[src/rtl/shift_engine.sv]
`timescale 1ns/1ps
`default_nettype none
// shift_engine: multi-cycle shifter/rotator moving at most STEP bit positions per clock.
// Results, carry, zero and error flags are registered and updated only at completion.
module shift_engine #(
  parameter int DATA_WIDTH  = 16,
  parameter int STEP        = 4,
  parameter int SHAMT_WIDTH = $clog2(DATA_WIDTH)
) (
  input  logic                   CLK,
  input  logic                   RST,
  input  logic [DATA_WIDTH-1:0]  A,
  input  logic [DATA_WIDTH-1:0]  B,
  input  logic                   SRC_SEL,
  input  logic [2:0]             MODE,
  input  logic [SHAMT_WIDTH-1:0] SHAMT,
  input  logic                   Shift_Enable,
  output logic                   Busy,
  output logic [DATA_WIDTH-1:0]  Shift_OUT,
  output logic                   Shift_Flag,
  output logic                   Carry_OUT,
  output logic                   Zero_OUT,
  output logic                   Err_OUT
);

  localparam logic [2:0] MODE_LSR = 3'b000;
  localparam logic [2:0] MODE_LSL = 3'b001;
  localparam logic [2:0] MODE_ASR = 3'b010;
  localparam logic [2:0] MODE_ROR = 3'b011;
  localparam logic [2:0] MODE_ROL = 3'b100;

  localparam logic [SHAMT_WIDTH:0]   STEP_W     = STEP[SHAMT_WIDTH:0];
  localparam logic [SHAMT_WIDTH:0]   DW_W       = DATA_WIDTH[SHAMT_WIDTH:0];
  localparam logic [SHAMT_WIDTH-1:0] STEP_N_MAX = STEP_W[SHAMT_WIDTH-1:0];
  localparam logic [SHAMT_WIDTH-1:0] N_ONE      = {{(SHAMT_WIDTH-1){1'b0}}, 1'b1};
  localparam logic [DATA_WIDTH-1:0]  LSB_ONE    = {{(DATA_WIDTH-1){1'b0}}, 1'b1};
  localparam logic [DATA_WIDTH-1:0]  MSB_ONE    = {1'b1, {(DATA_WIDTH-1){1'b0}}};

  typedef enum logic [0:0] {
    IDLE  = 1'b0,
    SHIFT = 1'b1
  } state_t;

  state_t state;
  state_t state_next;

  logic [DATA_WIDTH-1:0]  work;
  logic [2:0]             op_mode;
  logic [SHAMT_WIDTH-1:0] remaining;
  logic                   carry_work;

  logic                   start;
  logic                   done;
  logic                   invalid;
  logic                   last_step;
  logic [SHAMT_WIDTH-1:0] step_n;
  logic [SHAMT_WIDTH:0]   inv_n;
  logic [DATA_WIDTH-1:0]  mask_right;
  logic [DATA_WIDTH-1:0]  mask_left;
  logic                   carry_right;
  logic                   carry_left;
  logic [DATA_WIDTH-1:0]  stepped;
  logic                   step_carry;

  assign Busy      = (state == SHIFT);
  assign invalid   = (op_mode > MODE_ROL);
  assign last_step = ({1'b0, remaining} <= STEP_W) || invalid;

  always_comb begin
    step_n      = remaining;
    if ({1'b0, remaining} > STEP_W) begin
      step_n = STEP_N_MAX;
    end
    inv_n       = DW_W - {1'b0, step_n};
    // The bit leaving the word last in this step sits at n-1 (right) or DW-n (left).
    mask_right  = LSB_ONE << (step_n - N_ONE);
    mask_left   = MSB_ONE >> (step_n - N_ONE);
    carry_right = |(work & mask_right);
    carry_left  = |(work & mask_left);
  end

  always_comb begin
    stepped    = '0;
    step_carry = carry_work;
    case (op_mode)
      MODE_LSR: begin
        stepped = work >> step_n;
        if (step_n != '0) step_carry = carry_right;
      end
      MODE_LSL: begin
        stepped = work << step_n;
        if (step_n != '0) step_carry = carry_left;
      end
      MODE_ASR: begin
        stepped = $unsigned($signed(work) >>> step_n);
        if (step_n != '0) step_carry = carry_right;
      end
      MODE_ROR: begin
        stepped = (work >> step_n) | (work << inv_n);
        if (step_n != '0) step_carry = carry_right;
      end
      MODE_ROL: begin
        stepped = (work << step_n) | (work >> inv_n);
        if (step_n != '0) step_carry = carry_left;
      end
      default: begin
        stepped    = '0;
        step_carry = 1'b0;
      end
    endcase
  end

  always_comb begin
    state_next = state;
    start      = 1'b0;
    done       = 1'b0;
    case (state)
      IDLE: begin
        if (Shift_Enable) begin
          start      = 1'b1;
          state_next = SHIFT;
        end
      end
      SHIFT: begin
        if (last_step) begin
          done       = 1'b1;
          state_next = IDLE;
        end
      end
      default: state_next = IDLE;
    endcase
  end

  always_ff @(posedge CLK) begin
    if (!RST) begin
      state <= IDLE;
    end else begin
      state <= state_next;
    end
  end

  always_ff @(posedge CLK) begin
    if (!RST) begin
      work       <= '0;
      op_mode    <= '0;
      remaining  <= '0;
      carry_work <= 1'b0;
      Shift_OUT  <= '0;
      Shift_Flag <= 1'b0;
      Carry_OUT  <= 1'b0;
      Zero_OUT   <= 1'b0;
      Err_OUT    <= 1'b0;
    end else begin
      Shift_Flag <= done;
      if (start) begin
        work       <= SRC_SEL ? B : A;
        op_mode    <= MODE;
        remaining  <= SHAMT;
        carry_work <= 1'b0;
      end else if (state == SHIFT) begin
        work       <= stepped;
        remaining  <= remaining - step_n;
        carry_work <= step_carry;
      end
      if (done) begin
        Shift_OUT <= invalid ? '0 : stepped;
        Carry_OUT <= invalid ? 1'b0 : step_carry;
        Zero_OUT  <= invalid ? 1'b1 : (stepped == '0);
        Err_OUT   <= invalid;
      end
    end
  end

endmodule
`default_nettype wire

[config.mk]
export PLATFORM = sky130hd
export DESIGN_NAME = shift_engine
export DESIGN_NICKNAME = d
export VERILOG_FILES = /design/src/rtl/shift_engine.sv
export SDC_FILE = /design/constraint.sdc
export NUM_CORES = 1
export LEC_CHECK = 0
export CAP_MARGIN = 15
export CORE_ASPECT_RATIO = 0.6
export CORE_MARGIN = 5
export CORE_UTILIZATION = 30
export CTS_CLUSTER_SIZE = 8
export DETAILED_ROUTE_END_ITERATION = 7
export MAX_ROUTING_LAYER = met4
export SETUP_SLACK_MARGIN = 0.1
export SYNTH_ARGS = -nofsm -noshare
export SYNTH_HDL_FRONTEND = slang
export SYNTH_SLANG_ARGS = --single-unit
[constraint.sdc]
create_clock -name CLK -period 11.1 [get_ports CLK]
set_input_delay 1.665 -clock CLK [delete_from_list [all_inputs] [get_ports CLK]]
set_output_delay 1.665 -clock CLK [all_outputs]
set_load 0.02 [all_outputs]
==> results.cfg, run 1 <==
[clock_network]
clk_path_buf_depth = 2
postCtsSetupRepairBufs = 0
cts_buffers = 5
htreeDepth = 2
root_buffer = clkbuf_16
cts_resized = 0
worstSkewPairLatency_ns = 0.29
cts_tree = yes
clock_sinks = 45
hold_buffers = 0
clk_pin_slew_worst_paths_ns = 0.07

[placement]
dp_hpwl_mm = 15.8
dp_slack_ns = 5.89
gp_congestion = 1.03
portBuffers = 63
place_area_sq_um = 5720

[setup_path]
cp_max_fo = 58
path_cells = or3b_2 -> buf_4 -> ha_1 -> ha_1 -> buf_4 -> clkinv_1 -> nand2_1 -> nor2_1 -> a221o_1 -> a2111oi_4 -> nand3_1 -> nor3_2 -> a32o_1
worstSetupPathType = register to register
reg2regPathDepth = 13
critPathTopFamily = simple AND/OR/NAND/NOR gates
cp_slowest_stage_delay_ns = 0.96
start_kind = register
critPathArrivalTime_ns = 5.70
required_ns = 11.33
reg2reg_from = remaining[0]
timing.rr.end = Zero_OUT
cp_num_buf_inv = 3
rrSetupSlack_ns = 5.63
cp-end-kind = register
crit_path_top_delay_cell = dfxtp_1

[grt]
grt_pass1_wl_mm = 32.6
grt_max_degree = 59
grt_usage_pct = 22.4
antenna_found_initial = 0
grt_overflow = 0
first_global_vias = 5157

[yosys]
syn_area_per_cell_sq_um = 7.60
yosys_warnings = 0
synth_top_area_share_pct = 18.1
syn_inst = 655
yosysUniqueCellTypes = 84
synth_edf_count = 0
synth.area.top_cells = dfxtp_1 18%, mux2i_1 7.8%, nand2_1 5.6%, mux4_2 5.0%, a21oi_1 4.8%
synth-async-reset-ratio_pct = 0
synth-seq-area-share_pct = 18.1
synthesis.nets = 705
synthesis.area_sq_um = 4970
synth_ff_type = dfxtp_1
ys_seq_elements = 45
synth_top_area_cell = dfxtp_1

[layout]
design_area_sq_um = 5880
antenna_cells = 0
final_common_cell = nand2_1
layout_common_cells = 74 x nand2_1, 63 x clkdlybuf4s50_1, 52 x nor2_1
area_growth_pct = 18.2
drive_above_1_share_pct = 12.1
final_nets = 720

[drt]
drt_iter0_markers = 1106
wl_met3_mm = 3.18
num_vias = 5765
final_antenna_net_count = 0
highest_layer = met4
drt-met1-wl_mm = 9.98
drt_wl_total_mm = 21.7
routedWlPerCell_um = 24.1
firstDrtPassIters = 8
via_per_inst = 6.41
post-route-drc-count = 5
wl_met2_mm = 8.13

[sta]
fin_setup_tns_ns = 0
fin_ws_ns = 5.63
slew_headroom_pct = 21.8
final.min_clock_period_ns = 5.47
slew_violations = 0
grt_setup_unrepaired = no
finalSetupViolations = 0
tightest_slew_ns = 1.16
finalCritPeriodShare_pct = 49.3
final-hold-violation-count = 0
fmax_mhz = 183
finClkSkew_ns = 0.00730

[run]
drv_cap = 0

[hold_path]
hp-start = Shift_OUT[9]
hold_depth = 2
hp-class = register to register
worstHoldEndpoint = Shift_OUT[9]

[die]
dieArea_sq_um = 19300
die_w_um = 176
initial_core_util_pct = 30.6
ios = 64
num_rows = 36
dieHeight_um = 110
core_sq_um = 16300

[run_status]
violations = design-rule violations
status = finished, violations left

[power_and_ir_drop]
ir_drop_v = 0.0000594
p_leak_nw = 2.06
power.density_nw_per_um2 = 127
[logic make-up (layout without fill, tap and decap cells)]
group	Yosys count	in the layout	share of synthesized area, %
flip-flops	45	45	18.1
AO/OA/AOI/OAI	223	223	32.3
adder cells (fa/ha/maj)	7	7	1.76
AND/OR/NAND/NOR	217	217	22.5
other	1	1	0.0754
buffers and inverters	91	107	7.60
XOR/XNOR	2	2	0.503
multiplexers	69	69	17.2
[synthesized netlist by cell type (3+ instances only)]
cell type / instances
nand2_1: 74
clkbuf_1: 58
nor2_1: 52
a21oi_1: 48
dfxtp_1: 45
o21ai_0: 40
mux2i_1: 39
a211oi_1: 30
nand3_1: 19
mux2_2: 18
nor3_1: 17
a211o_1: 14
nor4bb_1: 13
inv_1: 12
buf_2: 11
mux4_2: 11
a22oi_1: 9
a31oi_1: 8
ha_1: 7
o211ai_1: 7
a221o_1: 6
a221oi_1: 6
a222oi_1: 6
a32o_1: 5
nor4_1: 5
buf_1: 4
nor2b_1: 4
or4_1: 4
a311oi_1: 3
a32oi_1: 3
and2_1: 3
and3_1: 3
buf_6: 3
nand3b_1: 3
nand4_1: 3
o22ai_1: 3
[layer usage]
layer	vias to the layer above	global-route usage, %
li1	2545	-
met1	2737	33.0
met2	437	28.5
met3	46	9.00
met4	0	3.11
met5	-	-
[worst max path at each step]
| stage | slack, ns | from | endpoint | depth (start not counted) |
|---|---|---|---|---|
| 3_5_place_dp | 5.89 | remaining[0] | Zero_OUT | 13 |
| 5_1_grt | 5.38 | remaining[0] | Zero_OUT | 13 |
| 4_1_cts | 5.86 | remaining[0] | Zero_OUT | 13 |
| 6_report | 5.63 | remaining[0] | Zero_OUT | 13 |
| 3_3_place_gp | 5.96 | remaining[0] | Zero_OUT | 13 |
| 2_1_floorplan | 7.29 | remaining[3] | Zero_OUT | 17 |
[sequential cells by signal (all words and copies together), names as in the netlist]
register	flops
Busy	1
remaining	4
work	16
carry_work	1
Zero_OUT	1
Shift_Flag	1
Err_OUT	1
Shift_OUT	16
Carry_OUT	1
op_mode	3
[worst min-delay path: stages (launching register included)]
cell and delay (ns):
dfxtp_1 0.33, nand2_1 0.05, o21ai_0 0.05
[final cells by class]
cell class	count	area [sq um]
repair buffers	84	786
multi-input cells	519	3700
well taps	228	285
clock inverters	3	21.3
flip-flops and latches	45	901
clock buffers	5	125
fillers	1686	10400
inverters	15	56.3
[stage by stage]
| step | instances | hold WS, ns | utilization, % | total power (W) |
|---|---|---|---|---|
| final | 899 | 0.457 | 36.2 | 0.000748 |
| after detailed placement | 889 | 0.441 | 35.2 | 0.000576 |
| after global routing | 899 | 0.483 | 36.2 | 0.000780 |
| after global placement | 889 | 0.439 | 35.2 | 0.000584 |
| after floorplan | 655 | 0.446 | - | 0.000452 |
| after CTS | 897 | 0.458 | 36.1 | 0.000731 |
[power breakdown]
group | internal (W) | switching, W | leakage, nW
combinational | 0.000147 | 0.000241 | 1.63
sequential | 0.000175 | 0.0000292 | 0.369
clock | 0.0000841 | 0.0000716 | 0.0702
(Power assumes the default switching activity.)
==> run 2: changes to the inputs <==
clock period = 4.7 ns   (was 11.1 ns; I/O delays follow)
==> results.cfg, run 2 (synthesis results as in run 1) <==
[run_status]
status = finished clean

[layout]
top_regs = Shift_OUT x16, work x16, remaining x4
final_nets = 734
antenna_cells = 0
design_area_sq_um = 5990
final_common_cell = nand2_1
area_growth_pct = 20.4
layout_common_cells = 74 x nand2_1, 63 x clkdlybuf4s50_1, 52 x nor2_1
drive_above_1_share_pct = 13.9

[sta]
finalCritPeriodShare_pct = 88.4
finClkSkew_ns = 0.0100
grt_setup_unrepaired = no
fin_setup_tns_ns = 0
final-hold-violation-count = 0
tightest_slew_ns = 1.07
slew_violations = 0
slew_headroom_pct = 28.2
finalSetupViolations = 0
fmax_mhz = 241
final.min_clock_period_ns = 4.15

[clock_network]
hold_buffers = 0
clk_pin_slew_worst_paths_ns = 0.08
root_buffer = clkbuf_16
cts_tree = yes
clk_path_buf_depth = 2
worstSkewPairLatency_ns = 0.30
cts_buffers = 5
postCtsSetupRepairBufs = 0
htreeDepth = 2
cts_resized = 0
clock_sinks = 45

[drt]
drt_iter0_markers = 894
firstDrtPassIters = 7
drt_wl_total_mm = 23.4
final_antenna_net_count = 0
routedWlPerCell_um = 25.6
post-route-drc-count = 0
via_per_inst = 6.28
num_vias = 5734

[setup_path]
start_kind = register
reg2reg_from = remaining[3]
crit_start = remaining[3]
worstSetupPathType = register to register
required_ns = 4.94
cp-end-kind = register
cp_max_fo = 19
critPathArrivalTime_ns = 4.39

[grt]
grt_max_degree = 57
first_global_vias = 5285
use_met3_pct = 9.07
busiest_layer = met1
grt_usage_pct = 24.3
grt_pass1_wl_mm = 34.7
met1_usage_pct = 35.6
antenna_found_initial = 0
met2_usage_pct = 31.7
grt_overflow = 0

[die]
ios = 64
num_rows = 36
dieHeight_um = 110
dieArea_sq_um = 19300
initial_core_util_pct = 30.6
core_sq_um = 16300
die_w_um = 176

[power_and_ir_drop]
power_w = 0.00182
p_leak_nw = 2.13
ir_drop_v = 0.000167
power.density_nw_per_um2 = 304

[hold_path]
hp-start = Shift_OUT[6]
hp-class = register to register

[placement]
dp_hpwl_mm = 17.7
gp_congestion = 1.00
place_area_sq_um = 5840
portBuffers = 63

[run]
drv_cap = 0
[run 2: changes by cell type in the layout (fill, tap and decap cells not counted), sizes merged]
cell and delta:
buf +14
[run 2: critical path, stage by stage (launching register included)]
cell and delay (ns):
dfxtp_1 0.54, or2_1 0.35, inv_2 0.07, nand2_1 0.13, ha_1 0.80, inv_1 0.24, mux4_2 0.50, nand2_1 0.09
o211a_1 0.14, nor3_1 0.04, nor4_1 0.69, and4_1 0.30, a32o_1 0.18
[run 2: final cells by class]
cell class,count,area [sq um]
inverters,15,56.3
clock buffers,5,125
multi-input cells,519,3700
clock inverters,3,25.0
well taps,228,285
flip-flops and latches,45,901
fillers,1713,10300
repair buffers,98,893
[run 2: through the flow]
step | hold WS, ns | instances | utilization, % | worst slack (ns)
detailed placement | 0.445 | 905 | 35.9 | 0.766
finish | 0.457 | 913 | 36.8 | 0.547
CTS | 0.463 | 913 | 36.8 | 0.734
global placement | 0.437 | 905 | 35.9 | 0.757
global route | 0.488 | 913 | 36.8 | 0.429
floorplan | 0.446 | 655 | - | 0.894
[run 2: path summary, 6_finish.rpt]
check            endpoint  depth (start not counted)  slack [ns]
max              Zero_OUT                         12        0.55
min          Shift_OUT[6]                          2        0.46
max reg2reg      Zero_OUT                         12        0.55
min reg2reg  Shift_OUT[6]                          2        0.46
[run 2: report_power, final]
part           internal [W]  switching (W)
Sequential         0.000414      0.0000834
Combinational      0.000367       0.000584
Clock              0.000200       0.000172
Total              0.000981       0.000840
[run 2: routing by layer]
metal / vias to the layer above / routed length, um
li1: 2576 / -
met1: 2707 / 10800
met2: 401 / 8870
met3: 50 / 3250
met4: 0 / 422
met5: - / 0
